==> config.mk <==
export PLATFORM = sky130hd
export DESIGN_NAME = fetch_pc_unit_flat
export DESIGN_NICKNAME = d
export VERILOG_FILES = /design/src/rtl/fetch_pc_if.sv /design/src/rtl/fetch_pc_unit.sv /design/src/flat_wrapper.sv
export SDC_FILE = /design/constraint.sdc
export NUM_CORES = 1
export LEC_CHECK = 0
export CORE_MARGIN = 4
export CORE_UTILIZATION = 55
export DETAILED_ROUTE_END_ITERATION = 10
export PLACE_DENSITY_LB_ADDON = 0.08
export REMOVE_ABC_BUFFERS = 1
export SETUP_SLACK_MARGIN = 0.2
export SLEW_MARGIN = 20
export SYNTH_ARGS = -nofsm -noshare
export SYNTH_HDL_FRONTEND = slang
export SYNTH_SLANG_ARGS = --single-unit
export TNS_END_PERCENT = 10
==> constraint.sdc <==
create_clock -name CLK -period 2.7 [get_ports CLK]
set_input_delay 0.54 -clock CLK [delete_from_list [all_inputs] [get_ports CLK]]
set_output_delay 0.54 -clock CLK [all_outputs]
set_load 0.1 [all_outputs]
==> src/rtl/fetch_pc_if.sv <==
// fetch_pc_if
//   Control/fetch bundle between the control decoder (master) and the
//   program-counter unit (slave).
//   Parameters: PC_W (address width), OFF_W (relative branch field width).
//   Master drives : Stall, Branch, Jump, Call, Ret, Target, JumpAddr
//                   (+ Halt when FETCH_HALT_EN is defined)
//   Slave drives  : PC, RasEmpty, RasFull, RasErr
//                   (+ Halted when FETCH_HALT_EN is defined)
//   Optional feature macro: FETCH_HALT_EN.
//   There is no valid/ready pairing here: every control input is a level that
//   is sampled at each rising clock edge, and every output is a registered
//   level that is valid for the whole cycle following that edge.
interface fetch_pc_if #(
  parameter int PC_W  = 8,
  parameter int OFF_W = 3
);
  logic             Stall;
  logic             Branch;
  logic             Jump;
  logic             Call;
  logic             Ret;
  logic [OFF_W-1:0] Target;
  logic [PC_W-1:0]  JumpAddr;
  logic [PC_W-1:0]  PC;
  logic             RasEmpty;
  logic             RasFull;
  logic             RasErr;
`ifdef FETCH_HALT_EN
  logic             Halt;
  logic             Halted;
`endif

  modport master (
    output Stall, Branch, Jump, Call, Ret, Target, JumpAddr,
`ifdef FETCH_HALT_EN
    output Halt,
    input  Halted,
`endif
    input  PC, RasEmpty, RasFull, RasErr
  );

  modport slave (
    input  Stall, Branch, Jump, Call, Ret, Target, JumpAddr,
`ifdef FETCH_HALT_EN
    input  Halt,
    output Halted,
`endif
    output PC, RasEmpty, RasFull, RasErr
  );
endinterface

==> src/rtl/fetch_pc_unit.sv <==
// fetch_pc_unit
//   Program-counter / instruction-fetch unit. Each cycle selects the next
//   fetch address from: sequential (+1), relative branch, absolute jump,
//   call (push return address) or return (pop return address).
//   Priority: Init > Stall > Ret > Call > Jump > Branch > sequential.
//   Ports:
//     CLK   - clock, all state updates on the rising edge
//     Init  - synchronous active-high reset
//     bus   - fetch_pc_if.slave (controls in, PC / RAS status out)
//   Optional feature macro: FETCH_HALT_EN adds Halt/Halted; once Halted is
//   set the PC and return stack freeze until Init.
module fetch_pc_unit #(
  parameter int              PC_W      = 8,
  parameter int              OFF_W     = 3,
  parameter int              OFF_SHIFT = 2,
  parameter int              RAS_DEPTH = 4,
  parameter logic [PC_W-1:0] RESET_PC  = '0
) (
  input logic       CLK,
  input logic       Init,
  fetch_pc_if.slave bus
);

  localparam int SP_W  = $clog2(RAS_DEPTH);
  localparam int CNT_W = $clog2(RAS_DEPTH + 1);
  localparam logic [PC_W-1:0]  PC_ONE   = PC_W'(1);
  localparam logic [SP_W-1:0]  SP_ONE   = SP_W'(1);
  localparam logic [CNT_W-1:0] CNT_ONE  = CNT_W'(1);
  localparam logic [CNT_W-1:0] CNT_FULL = CNT_W'(RAS_DEPTH);

  // Return-address stack: circular buffer. sp points at the next free slot;
  // when full it points at the oldest entry, so a push on full overwrites it.
  logic [PC_W-1:0]  ras_mem [RAS_DEPTH];
  logic [SP_W-1:0]  sp_r,  sp_n;
  logic [CNT_W-1:0] cnt_r, cnt_n;
  logic [PC_W-1:0]  pc_r,  pc_n;
  logic             err_r, err_n;
  logic             push;
  logic             frozen;
  logic [PC_W-1:0]  pc_inc;
  logic [PC_W-1:0]  off;

`ifdef FETCH_HALT_EN
  logic halted_r;

  always_ff @(posedge CLK) begin
    if (Init)
      halted_r <= 1'b0;
    else if (bus.Halt && !bus.Stall)
      halted_r <= 1'b1;
  end

  // The edge that raises Halted still performs its normal update; freezing
  // starts on the following edge.
  assign frozen     = halted_r;
  assign bus.Halted = halted_r;
`else
  assign frozen = 1'b0;
`endif

  // Sign-extend the branch field to PC width, then scale to branch granularity.
  assign off    = PC_W'($signed(bus.Target)) << OFF_SHIFT;
  assign pc_inc = pc_r + PC_ONE;

  always_comb begin
    pc_n  = pc_r;
    sp_n  = sp_r;
    cnt_n = cnt_r;
    err_n = 1'b0;
    push  = 1'b0;
    if (frozen || bus.Stall) begin
      // hold everything; RasErr drops
    end else if (bus.Ret) begin
      if (cnt_r != '0) begin
        pc_n  = ras_mem[sp_r - SP_ONE];
        sp_n  = sp_r - SP_ONE;
        cnt_n = cnt_r - CNT_ONE;
      end else begin
        pc_n  = pc_inc;
        err_n = 1'b1;
      end
    end else if (bus.Call) begin
      push = 1'b1;
      sp_n = sp_r + SP_ONE;
      pc_n = bus.JumpAddr;
      if (cnt_r == CNT_FULL)
        err_n = 1'b1;
      else
        cnt_n = cnt_r + CNT_ONE;
    end else if (bus.Jump) begin
      pc_n = bus.JumpAddr;
    end else if (bus.Branch) begin
      pc_n = pc_r + off;
    end else begin
      pc_n = pc_inc;
    end
  end

  always_ff @(posedge CLK) begin
    if (Init) begin
      pc_r  <= RESET_PC;
      sp_r  <= '0;
      cnt_r <= '0;
      err_r <= 1'b0;
    end else begin
      pc_r  <= pc_n;
      sp_r  <= sp_n;
      cnt_r <= cnt_n;
      err_r <= err_n;
    end
  end

  // Stack contents need no reset: the count alone defines what is valid.
  always_ff @(posedge CLK) begin
    if (push && !Init)
      ras_mem[sp_r] <= pc_inc;
  end

  assign bus.PC       = pc_r;
  assign bus.RasEmpty = (cnt_r == '0);
  assign bus.RasFull  = (cnt_r == CNT_FULL);
  assign bus.RasErr   = err_r;

endmodule

==> src/flat_wrapper.sv <==
// flat-port wrapper written by rule: the top's interface ports become plain ports
module fetch_pc_unit_flat 
#(
  parameter int              PC_W      = 8,
  parameter int              OFF_W     = 3,
  parameter int              OFF_SHIFT = 2,
  parameter int              RAS_DEPTH = 4,
  parameter logic [PC_W-1:0] RESET_PC  = '0
)
  (CLK, Init, bus_Stall, bus_Branch, bus_Jump, bus_Call, bus_Ret, bus_Target, bus_JumpAddr, bus_PC, bus_RasEmpty, bus_RasFull, bus_RasErr);
  fetch_pc_if #(.PC_W(PC_W), .OFF_W(OFF_W)) bus_i ();
  input logic CLK;
  input logic Init;
  input wire logic [$bits(bus_i.Stall)-1:0] bus_Stall;
  input wire logic [$bits(bus_i.Branch)-1:0] bus_Branch;
  input wire logic [$bits(bus_i.Jump)-1:0] bus_Jump;
  input wire logic [$bits(bus_i.Call)-1:0] bus_Call;
  input wire logic [$bits(bus_i.Ret)-1:0] bus_Ret;
  input wire logic [$bits(bus_i.Target)-1:0] bus_Target;
  input wire logic [$bits(bus_i.JumpAddr)-1:0] bus_JumpAddr;
  output wire logic [$bits(bus_i.PC)-1:0] bus_PC;
  output wire logic [$bits(bus_i.RasEmpty)-1:0] bus_RasEmpty;
  output wire logic [$bits(bus_i.RasFull)-1:0] bus_RasFull;
  output wire logic [$bits(bus_i.RasErr)-1:0] bus_RasErr;
  assign bus_i.Stall = bus_Stall;
  assign bus_i.Branch = bus_Branch;
  assign bus_i.Jump = bus_Jump;
  assign bus_i.Call = bus_Call;
  assign bus_i.Ret = bus_Ret;
  assign bus_i.Target = bus_Target;
  assign bus_i.JumpAddr = bus_JumpAddr;
  assign bus_PC = bus_i.PC;
  assign bus_RasEmpty = bus_i.RasEmpty;
  assign bus_RasFull = bus_i.RasFull;
  assign bus_RasErr = bus_i.RasErr;
  fetch_pc_unit #(.PC_W(PC_W), .OFF_W(OFF_W), .OFF_SHIFT(OFF_SHIFT), .RAS_DEPTH(RAS_DEPTH), .RESET_PC(RESET_PC)) u_core (.CLK(CLK), .Init(Init), .bus(bus_i));
endmodule
Yosys cells after proc, flatten, opt, wreduce, memory -nomap -nowiden
Memories as Yosys holds them, arrays and structs flattened.
Index checks and enable logic that the tools add are counted.
- reductions and logical operators: 8
- muxes and demuxes: 21
- $add $sub $neg: 6
- eq/ne operators: 3
- bitwise gates (word level): 1
- operator list (operator ; number):
    $mux 8 ; 5
    $mux 3 ; 4
    $mux 1 ; 9
    $add 8x1->8 const B ; 1
    $add 8x8->8 ; 1
    $mux 2 ; 3
    $reduce_and 4->1 ; 1
    $add 3x1->3 const B ; 1
    $eq 3x3->1 const B ; 1
    $logic_not 3->1 ; 1
    $reduce_and 3->1 ; 1
    $reduce_bool 3->1 ; 1
    $sub 3x1->3 const B ; 1
    $add 2x1->2 const B ; 1
    $ne 2x1->1 const B ; 1
    $ne 2x2->1 const B ; 1
    $reduce_bool 2->1 ; 1
    $reduce_or 2->1 ; 1
    $sub 2x1->2 const B ; 1
    $logic_and 1x1->1 ; 1
    $logic_not 1->1 ; 1
    $not 1->1 ; 1
- bits of input ports: 18
- word-level logic and storage cells: 44
- memories kept: 1
- bits in writable memories: 32
- flip-flop bits (word level): 14
- memory list (memory ; depth ; bits a word ; rd ports ; clocked after Yosys merged registers in ; wr ports ; RTL line ; source):
    u_core.ras_mem ; 4 ; 8 ; 1 ; 0 ; 1 ; fetch_pc_unit.sv:33 ; logic [PC_W-1:0] ras_mem [RAS_DEPTH];

Longest topological paths before layout
- word-level depth: 6
- depth in mapped cells: 8

Least setup slack after synthesis
Ideal clock, no wire load.
- path type: register to register
- from: register u_core.cnt_r[0]
- to: register u_core.pc_r[7], in the netlist u_core.bus.PC[7]
- arrival: 2.566 ns
- period minus slack after synthesis: 2.709 ns
- required time: 2.558 ns
- stages on the path, launching flop included: 6
- library setup time: 0.142 ns
- path slack: -0.009 ns
- path buffers: 0
- cells stage by stage: dfxtp_1 nor3_2 nor2_1 a221o_1 a31oi_1 a221oi_1
- word-level cells in the longest chain between the ends: 3
- RTL lines (what ; RTL line ; source):
    start, declared ; fetch_pc_unit.sv:35 ; logic [CNT_W-1:0] cnt_r, cnt_n;
    start signal, assigned ; fetch_pc_unit.sv:108 ; cnt_r <= cnt_n;
    $reduce_bool 3->1 ; fetch_pc_unit.sv:74 ; if (cnt_r != '0) begin
    $mux 8 ; fetch_pc_unit.sv:74 ;
    $mux 8 ; fetch_pc_unit.sv:73 ; end else if (bus.Ret) begin
    end signal, assigned ; fetch_pc_unit.sv:106 ; pc_r <= pc_n;
    end, declared ; fetch_pc_unit.sv:36 ; logic [PC_W-1:0] pc_r, pc_n;
Every way passes these cells.
A chain may end at the register's enable or synchronous reset.

Worst setup path in the final report
- from: input port bus_Target[0]
- to: register u_core.pc_r[6], in the netlist u_core.bus.PC[6]
- word-level cells in the longest chain between the ends: 5
- RTL lines (what ; RTL line ; source):
    start, declared ; flat_wrapper.sv:19 ; input wire logic [$bits(bus_i.Target)-1:0] bus_Target;
    $add 8x8->8 ; fetch_pc_unit.sv:93 ; pc_n = pc_r + off;
    $mux 8 ; fetch_pc_unit.sv:92 ; end else if (bus.Branch) begin
    $mux 8 ; fetch_pc_unit.sv:90 ; end else if (bus.Jump) begin
    $mux 8 ; fetch_pc_unit.sv:82 ; end else if (bus.Call) begin
    $mux 8 ; fetch_pc_unit.sv:73 ;
Every way passes these cells.

==> impl_metrics.json <==
{
  "category_of_the_worst_setup_path_launch_point": "primary input",
  "final.setup_skew_ns": 0.00980,
  "number_of_buffers_between_clock_root_and_the_deepest_sink": 2,
  "ys_ff_latch": 46,
  "yosysTopAreaCell": "sky130_fd_sc_hd__edfxtp_1",
  "relSlewSlack_pct": 64.7,
  "globalRoute.totalOverflow": 0,
  "sequential_cell_area_um2": 1240,
  "postPlaceCellArea_um2": 2750,
  "die_h_um": 74.5,
  "post_cts_resize_count": 0,
  "initialDrtViolationCount": 117,
  "ant_nets": 0,
  "final_cell_mix": "32 x sky130_fd_sc_hd__edfxtp_1, 18 x sky130_fd_sc_hd__buf_4, 17 x sky130_fd_sc_hd__clkdlybuf4s50_1, 16 x sky130_fd_sc_hd__nor2_1, 15 x sky130_fd_sc_hd__inv_1",
  "total_leakage_power_uw": 0.00107,
  "total_wirelength_of_the_detailed_routed_design_um": 5080,
  "multi_input_comb_area_um2": 1080,
  "cts_sinks": 46,
  "final_weighted_congestion_in_routability_driven_placement": 0.898,
  "max-vdd-ir-drop_uv": 426,
  "fillers": 312,
  "cts_made_buffers": 5,
  "report.final.slew_viol_count": 0,
  "synth.top_cell.area_share_pct": 39.5,
  "worstSetupEndpointType": "flop",
  "postLayoutSetupSlackWorst_ns": 0.430,
  "synthCells": 200,
  "start_util_pct": 58.7,
  "crit_fanout": 3,
  "synth_async_sr_flop_share_pct": 0,
  "max_cap_viol_count": 0,
  "vias": 1692,
  "synth_area_per_cell_um2": 12.2,
  "synthesis.area_um2": 2430,
  "core-area_um2": 4140,
  "cp_data_arrival_time_ns": 2.47,
  "global_route.usage.total_pct": 20.2,
  "grt_antenna_before_repair": 0,
  "post-dp-hpwl_um": 3740,
  "drtPass1Iterations": 4,
  "max_freq_mhz": 441,
  "floorplan.die.width_um": 74.5,
  "final_critical_period_ns": 2.27,
  "yosys_most_used_dff": "sky130_fd_sc_hd__edfxtp_1",
  "post_synth_main_area_contributors": "sky130_fd_sc_hd__edfxtp_1 40%, sky130_fd_sc_hd__dfxtp_1 12%, sky130_fd_sc_hd__mux4_1 7.6%, sky130_fd_sc_hd__ha_1 5.1%, sky130_fd_sc_hd__xnor2_1 3.2%",
  "grt_start_max_net_pins": 18,
  "hold_viol": 0,
  "final-setup-viol-count": 0,
  "grt_pass1_vias": 1631,
  "post-route-period-util_pct": 84.1,
  "drive_above_1_share_pct": 13.7,
  "unrepaired_setup_endpoints_after_global_routing": "false",
  "rows": 23,
  "die_footprint_um2": 5550,
  "vias_per_cell": 5.96,
  "layout.cell_area.non_filler_um2": 2860,
  "io_pins": 29,
  "cts_root_buf": "sky130_fd_sc_hd__clkbuf_8",
  "timing.setup.tns_ns": 0,
  "cts-hold-fix-buffers": 0,
  "cpMaxStageDelayCell": "sky130_fd_sc_hd__clkdlybuf4s50_1",
  "dp_worst_setup_slack_ns": 0.156,
  "synth-warning-count": 0,
  "syn2layout_area_growth_pct": 17.7,
  "path_delay_family": "compound AO/OA/AOI/OAI gates",
  "buffer_ports.inserted": 28,
  "transition_time_at_the_pin_with_the_least_slew_margin_ns": 0.525,
  "first_pass_grt_wire_length_um": 8290,
  "worst-endpoint-required_ns": 2.90,
  "wire_per_inst_um": 17.9,
  "critical_path.cell_chain": "clkdlybuf4s50_1 > ha_1 > inv_1 > fa_1 > nor2b_1 > o21ai_0 > a21oi_1 > o31ai_1 > a221oi_1",
  "cts_tree": "done",
  "nets_final": 263,
  "critical_path.max_stage_delay_ns": 0.46,
  "timing.hold.worst.class": "flop to flop",
  "status": "finished, final reports clean",
  "power_per_cell_area_nw_per_um2": 653,
  "total_power_uw": 1870,
  "synth_edf_count": 32,
  "worst-path-buf-inv": 2,
  "drt_drc_violations_left": 0,
  "synth_sequential_area_ratio_pct": 51.1,
  "insertedDiodeCount": 0,
  "netlist-cell-type-count": 47,
  "layout_commonest_cell": "sky130_fd_sc_hd__edfxtp_1",
  "hold-worst-slack_ns": 0.537,
  "insertion_delay_ns": 0.29,
  "clock_tree.htree_level_count": 2,
  "critical_path_class": "primary input to flop",
  "clkSlewWorstSetupHoldPaths_ns": 0.09,
  "cts_post_setup_buffers_inserted": 0
}
==> per-layer routing <==
layer / routed length (um) / track usage [%]
met1: 2230 / 27.6
met2: 2410 / 32.3
met3: 374 / 4.46
met4: 67 / 6.52
met5: 0 / 0
==> stage by stage <==
step | instances | utilization (%)
2_1_floorplan | 191 | -
3_3_place_gp | 276 | 66.3
3_5_place_dp | 276 | 66.3
4_1_cts | 284 | 69.1
5_1_grt | 284 | 69.1
6_report | 284 | 69.1
==> cells by family (layout without fill, tap and decap cells) <==
| family | Yosys count | in the layout | synth area share [%] |
|---|---|---|---|
| AND/OR/NAND/NOR | 54 | 54 | 11.6 |
| flip-flops | 46 | 46 | 51.1 |
| AO/OA/AOI/OAI | 40 | 40 | 11.8 |
| buffers and inverters | 24 | 58 | 4.37 |
| XOR/XNOR | 14 | 14 | 5.04 |
| adder cells (fa/ha/maj) | 12 | 12 | 6.79 |
| multiplexers | 10 | 10 | 9.32 |
==> tightest hold or removal path, cell delays in order, from the launching register on <==
cell and delay [ns]:
sky130_fd_sc_hd__dfxtp_1 0.36, sky130_fd_sc_hd__inv_1 0.06, sky130_fd_sc_hd__a221oi_1 0.07
==> state kept, by name (all words and copies together), names as in the netlist <==
signal,cells
u_core.ras_mem,32
u_core.bus.PC,8
u_core.sp_r,2
u_core.cnt_r,3
u_core.bus.RasErr,1
==> cell usage after synthesis (2+ instances only) <==
master and n:
sky130_fd_sc_hd__o21ai_0 4, sky130_fd_sc_hd__nor2_1 16, sky130_fd_sc_hd__nand3b_1 3, sky130_fd_sc_hd__and2_1 6
sky130_fd_sc_hd__a221oi_1 8, sky130_fd_sc_hd__nand2b_1 2, sky130_fd_sc_hd__fa_1 2, sky130_fd_sc_hd__dfxtp_1 14
sky130_fd_sc_hd__edfxtp_1 32, sky130_fd_sc_hd__a211oi_1 5, sky130_fd_sc_hd__mux2i_1 2, sky130_fd_sc_hd__mux4_1 7
sky130_fd_sc_hd__nor3_1 4, sky130_fd_sc_hd__a21oi_1 10, sky130_fd_sc_hd__a21o_1 2, sky130_fd_sc_hd__nand2_1 7
sky130_fd_sc_hd__inv_1 15, sky130_fd_sc_hd__clkbuf_1 4, sky130_fd_sc_hd__o22ai_1 2, sky130_fd_sc_hd__xnor2_1 9
sky130_fd_sc_hd__and3_1 3, sky130_fd_sc_hd__nand3_1 4, sky130_fd_sc_hd__ha_1 10, sky130_fd_sc_hd__buf_4 2
sky130_fd_sc_hd__xor2_1 5
==> path summary, 6_finish.rpt <==
| kind | start | end | slack (ns) | cells past startpoint |
|---|---|---|---|---|
| max | bus_Target[0] | u_core.bus.PC[6] | 0.43 | 9 |
| min | u_core.bus.PC[7] | u_core.bus.PC[7] | 0.54 | 2 |
| max reg2reg | u_core.bus.PC[2] | u_core.bus.PC[6] | 0.58 | 8 |
| min reg2reg | u_core.bus.PC[7] | u_core.bus.PC[7] | 0.54 | 2 |
==> cell type report <==
type | instances | share of cell area [%]
multi-input cells | 130 | 37.9
clock inverters | 3 | 1.53
repair buffers | 35 | 10.7
clock buffers | 5 | 2.40
flip-flops and latches | 46 | 43.4
inverters | 15 | 1.97
well taps | 50 | 2.19
==> power by group <==
part / internal, uW / switching [uW] / leakage (uW)
logic: 192 / 341 / 0.000606
registers: 793 / 35.8 / 0.000407
clock network: 277 / 230 / 0.0000585
total: 1260 / 606 / 0.00107
Note: power is estimated with default switching activity, not from simulation.
